**src/rtl/sync_clear_pkg.sv**
```systemverilog
// Shared definitions for the sync_clear_reg block.
// Contents:
//   cnt_width       - width of a down-counter that must hold the value n,
//                     never narrower than one bit
//   CLR_VAL_DEFAULT - default clear value (all zeros); the top slices it to WIDTH
//   EVT_W_DEFAULT   - default width of the clear-event counter
package sync_clear_pkg;

  localparam logic [63:0] CLR_VAL_DEFAULT = '0;
  localparam int          EVT_W_DEFAULT   = 8;

  // A counter that must reach n needs clog2(n+1) bits. A hold length of zero
  // would give a zero-width vector, so the result is floored at one bit.
  function automatic int cnt_width(input int n);
    int w;
    w = $clog2(n + 1);
    return (w < 1) ? 1 : w;
  endfunction

endpackage

```
**src/rtl/clr_stretch.sv**
```systemverilog
// Retriggerable clear-stretch counter.
// Ports:
//   clk        - rising-edge clock
//   rst_n      - synchronous active-low reset; aborts any hold in progress
//   any_clr    - qualified clear request for this cycle
//   clr_active - combinational: request now, or a stretch still counting down
module clr_stretch
  import sync_clear_pkg::*;
#(
  parameter int HOLD_CYCLES = 0
) (
  input  logic clk,
  input  logic rst_n,
  input  logic any_clr,
  output logic clr_active
);

  localparam int CW = cnt_width(HOLD_CYCLES);
  localparam logic [CW-1:0] HOLD_VAL = CW'(HOLD_CYCLES);

  logic [CW-1:0] hold_cnt;

  // Every request reloads the full hold length, so a fresh request during a
  // stretch extends it rather than letting it expire early. With HOLD_CYCLES
  // of zero the load value is zero and the counter never leaves zero.
  always_ff @(posedge clk) begin
    if (!rst_n) begin
      hold_cnt <= '0;
    end else if (any_clr) begin
      hold_cnt <= HOLD_VAL;
    end else if (hold_cnt != '0) begin
      hold_cnt <= hold_cnt - 1'b1;
    end
  end

  // The clear covers the request cycle itself plus every cycle in which the
  // counter is still non-zero.
  assign clr_active = any_clr | (hold_cnt != '0);

endmodule

```
**src/rtl/sync_clear_reg.sv**
```systemverilog
// Data register with maskable synchronous clear sources.
// Ports:
//   clk        - rising-edge clock
//   rst_n      - synchronous active-low reset
//   clr_in     - clear requests, active-high, level-sampled
//   clr_mask   - per-source enable, 1 lets the source clear
//   load_en    - capture data_in when no clear is active
//   data_in    - data to register
//   cause_ack  - clears the sticky cause record
//   data_out   - registered data
//   clr_active - combinational clear term, a single net meant for a flop's
//                dedicated synchronous reset pin
//   clr_cause  - sticky record of the sources that caused a clear
//   evt_cnt    - saturating count of clear-request rising edges
module sync_clear_reg
  import sync_clear_pkg::*;
#(
  parameter int               WIDTH       = 2,
  parameter int               NUM_CLR     = 3,
  parameter logic [WIDTH-1:0] CLR_VAL     = CLR_VAL_DEFAULT[WIDTH-1:0],
  parameter int               HOLD_CYCLES = 0,
  parameter int               EVT_W       = EVT_W_DEFAULT
) (
  input  logic               clk,
  input  logic               rst_n,
  input  logic [NUM_CLR-1:0] clr_in,
  input  logic [NUM_CLR-1:0] clr_mask,
  input  logic               load_en,
  input  logic [WIDTH-1:0]   data_in,
  input  logic               cause_ack,
  output logic [WIDTH-1:0]   data_out,
  output logic               clr_active,
  output logic [NUM_CLR-1:0] clr_cause,
  output logic [EVT_W-1:0]   evt_cnt
);

  logic [NUM_CLR-1:0] clr_req;
  logic               any_clr;
  logic               any_clr_q;

  // Only unmasked sources count as requests anywhere in the block.
  assign clr_req = clr_in & clr_mask;
  assign any_clr = |clr_req;

  clr_stretch #(
    .HOLD_CYCLES(HOLD_CYCLES)
  ) u_stretch (
    .clk       (clk),
    .rst_n     (rst_n),
    .any_clr   (any_clr),
    .clr_active(clr_active)
  );

  // Clear beats load; with neither the register holds.
  always_ff @(posedge clk) begin
    if (!rst_n) begin
      data_out <= CLR_VAL;
    end else if (clr_active) begin
      data_out <= CLR_VAL;
    end else if (load_en) begin
      data_out <= data_in;
    end
  end

  // The acknowledge wipes the old record, but requesting bits are ORed in
  // afterwards, so a request in the ack cycle is never lost.
  always_ff @(posedge clk) begin
    if (!rst_n) begin
      clr_cause <= '0;
    end else begin
      clr_cause <= (clr_cause & ~{NUM_CLR{cause_ack}}) | clr_req;
    end
  end

  // Count rising edges of the qualified request; a long level counts once.
  // Reset clears the edge-detect history, so a request still asserted after
  // reset release is a new event. The count sticks at all-ones.
  always_ff @(posedge clk) begin
    if (!rst_n) begin
      any_clr_q <= 1'b0;
      evt_cnt   <= '0;
    end else begin
      any_clr_q <= any_clr;
      if (any_clr && !any_clr_q && (evt_cnt != '1)) begin
        evt_cnt <= evt_cnt + EVT_W'(1);
      end
    end
  end

endmodule

```
**config.mk**
```make
export PLATFORM = sky130hd
export DESIGN_NAME = sync_clear_reg
export DESIGN_NICKNAME = d
export VERILOG_FILES = /design/src/rtl/sync_clear_pkg.sv /design/src/rtl/clr_stretch.sv /design/src/rtl/sync_clear_reg.sv
export SDC_FILE = /design/constraint.sdc
export NUM_CORES = 1
export LEC_CHECK = 0
export BUFFER_PORTS_ARGS = -buffer_cell sky130_fd_sc_hd__buf_2
export CAP_MARGIN = 10
export CORE_MARGIN = 1.5
export CORE_UTILIZATION = 49
export CTS_CLUSTER_SIZE = 8
export DETAILED_ROUTE_END_ITERATION = 10
export PLACE_DENSITY = 0.8
export SLEW_MARGIN = 10
export SYNTH_ARGS = -nofsm -noshare
export SYNTH_HDL_FRONTEND = slang
export SYNTH_HIERARCHICAL = 1
export SYNTH_SLANG_ARGS = --single-unit
```
**constraint.sdc**
```tcl
create_clock -name clk -period 3.9 [get_ports clk]
set_input_delay 0.195 -clock clk [delete_from_list [all_inputs] [get_ports clk]]
set_output_delay 0.195 -clock clk [all_outputs]
set_load 0.02 [all_outputs]
```
==> summary.md <==
| Metric | Value |
|---|---|
| Max Clk Rate | `approximately 0.56 GHz` |
| Cell taking the most area after synthesis | `dfxtp_1` |
| CTS resizes | `0` |
| Area of the multi-input gates | `340.3 um2` |
| Mapped Area | `666.9 um2` |
| I/O Pins | `26` |
| Slew HR | `48.20%` |
| CTS Hold Bufs | `0` |
| Flip-flop and latch area | `300.3 um2` |
| Area added between synthesis and finish | `22.70%` |
| Max VDD drop | `about 0.17 mV` |
| Post-CTS setup buffer count | `0` |
| CP Class | `flop to flop` |
| Overall fraction of global-route tracks in use | `16.78%` |
| Non-filler cells, final | `between 100 and 150` |
| Post-route ant nets | `0` |
| R2R Path Start | `evt_cnt[0]$_SDFFE_PN0P_` |
| Fillers | `114` |
| Status | `complete, no violations` |
| Area share of the largest cell type after synthesis | `a little under half` |
| Max Root-Sink Buffers | `2` |
| First-pass GRT wire length | `1766 um` |
| Chip Width | `39.89 um` |
| Syn nets | `86` |
| Synthesized flop and latch total | `15` |
| Routed len/inst | `11.47 um` |
| Post-placement cell count | `111` |
| Reg clk slew, reported paths | `80 ps` |
| Reg-to-reg slack, setup | `2100 ps` |
| Final Hold Vio Count | `0` |
| Largest net degree at the start of global routing | `16` |
| Sequential share of the synthesized area | `45.03%` |
| Setup crit start kind | `flop` |
| Leak pwr | `0.3841 nW` |
| Mean area per synthesized cell | `9.135 um2` |
| Critical Path RT | `between 4000 and 5000 ps` |
| Die Y | `39.89 um` |
| Hold Startpoint | `data_in[0]` |
| Port bufs | `25` |
| Drt first-iter violations | `20` |
| Arrival @ worst endpoint | `just over 2000 ps` |
| Synth top area cells | `dfxtp_1 (45%), nand2_1 (4.5%), nand2b_1 (3.8%)` |
| Core ar. | `1285 um2` |
| Setup violators final | `0` |
| Final period utilization | `about 46%` |
| Synthesis warning total | `6` |
| # diodes | `0` |
| Commonest cells after routing, fill and taps aside | `buf_2 (25), dfxtp_1 (15), nand2_1 (8)` |
| Cell count of the worst reg-to-reg path | `5` |
| Routed Wire Length | `1319 um` |
| Syn Inst Count | `73` |
| Clk_lat worst skew | `280 ps` |
| Critical path capture point type | `flop` |
| Global route total overflow | `0` |
| Post-synthesis cell type count | `30` |
| Final #Nets | `approximately 110` |
| Most common cell after layout, fill and taps aside | `buf_2` |
| FP Rows | `13` |
| Via/cell ratio | `roughly 5.3` |
| Fin. max-slew vios | `0` |
| Die footprint | `1591 um2` |
| Worst-path maximum fanout | `10` |
| Power density over the cells | `356.3 nW/um2` |
| Initial Utilization | `51.90%` |
| Total number of vias | `between 600 and 700` |
| Worst-Margin Slew | `a little under 800 ps` |
| Min Tclk post-route | `~1800 ps` |
| Hold Crit Class | `input port to flop` |
| Fin Hold WS | `159.4 ps` |
| Drc violations | `0` |
| CTS sink cnt | `15` |
| Share of layout cells above drive strength 1 | `29.00%` |
| Max-cap violations | `0` |
| Vias in the first global route | `454` |
| RD Place Congestion | `about 0.76` |
| DP HPWL | `1008 um` |
| Reg-to-Reg End | `evt_cnt[4]$_SDFFE_PN0P_` |
| Hold Crit Endpoint | `data_out[0]$_SDFFE_PP0P_` |
| Cts bufs inserted | `3` |
| RSZ-0062 raised after global routing | `false` |
| Hold depth | `3` |
| Clock skew | `4.013 ps` |
| Overall Power | `0.0002916 W` |
| Initial antenna violation count | `0` |
| Root buf cell | `clkbuf_4` |
| Drt first pass iters | `4` |
| Setup_tns | `0 ps` |
| CTS tree | `yes` |
| H-tree depth | `1` |
[metrics by stage]
stage / instance area (um2) / util, % / setup slack [ps]
finish: 818.3 / 63.68 / 2100
global route: 818.3 / 63.68 / 2016
CTS: 818.3 / 63.68 / 2092
detailed placement: 792.0 / 61.64 / 2110
global placement: 792.0 / 61.64 / 2150
floorplan: 666.9 / - / 2116
[state kept, by name, indices dropped and copies added, names as in the netlist]
signal	count
u_stretch/hold_cnt	1
evt_cnt	8
any_clr_q	1
data_out	2
clr_cause	3
[cell usage after synthesis]
master    count
and4_1        1
nor2_1        4
and2b_2       1
a31oi_1       1
nand2_1       8
nand4b_1      1
and2_1        1
mux2i_1       2
o211a_1       1
nor4_1        1
o41ai_1       1
dfxtp_1      15
conb_1        1
a21boi_0      3
buf_6         1
or2_1         1
a21boi_1      3
xnor2_1       1
nand2b_1      4
o211ai_1      1
nand3b_1      1
ha_1          1
o21ai_0       4
nand3_1       5
or3_1         3
a211o_1       1
buf_4         1
a222oi_1      1
and3_1        2
inv_1         2
[layer usage]
metal / share of wire, % / GRT usage [%]
met1: 46 / 20.98
met2: 45 / 25.81
met3: 7.0 / 3.409
met4: 0.91 / 10.34
met5: 0 / 0
[cell families after synthesis]
logic type	count (synthesis)	synth area share, %
compound gates	16	17.45
xor+xnor	1	1.314
fa+ha+maj	1	1.876
buf+inv	4	3.941
flops	15	45.03
mux	2	3.002
other cells	1	0.5623
simple gates	33	26.83
[layout make-up]
type / instances / area share, %
multi-input combinational: 54 / 41.59
sequential: 15 / 36.70
timing repair buffer: 25 / 15.29
clock buffer: 4 / 3.211
tap: 15 / 2.294
inverter: 2 / 0.9174
[power by group]
part           switching, W  internal (W)  total [W]  leakage [nW]
Sequential       0.00000544      0.000159   0.000165         0.122
Clock             0.0000465     0.0000397  0.0000862        0.0150
Combinational     0.0000228     0.0000177  0.0000405         0.247
[how the worst max path moves through the flow]
stage,start,endpoint,depth (start not counted)
2_1_floorplan,evt_cnt[0]$_SDFFE_PN0P_,evt_cnt[3]$_SDFFE_PN0P_,6
3_3_place_gp,clr_in[1],evt_cnt[0]$_SDFFE_PN0P_,5
3_5_place_dp,evt_cnt[0]$_SDFFE_PN0P_,evt_cnt[4]$_SDFFE_PN0P_,5
4_1_cts,evt_cnt[0]$_SDFFE_PN0P_,evt_cnt[4]$_SDFFE_PN0P_,5
5_1_grt,evt_cnt[0]$_SDFFE_PN0P_,evt_cnt[5]$_SDFFE_PN0P_,5
6_report,evt_cnt[0]$_SDFFE_PN0P_,evt_cnt[4]$_SDFFE_PN0P_,5
[critical path, stage by stage, from the launching register on]
cell and delay, ps:
dfxtp_1 350, ha_1 260, and3_1 190, a211o_1 400, or3_1 390, a21boi_1 150
Power figures use the tool's default switching activity.
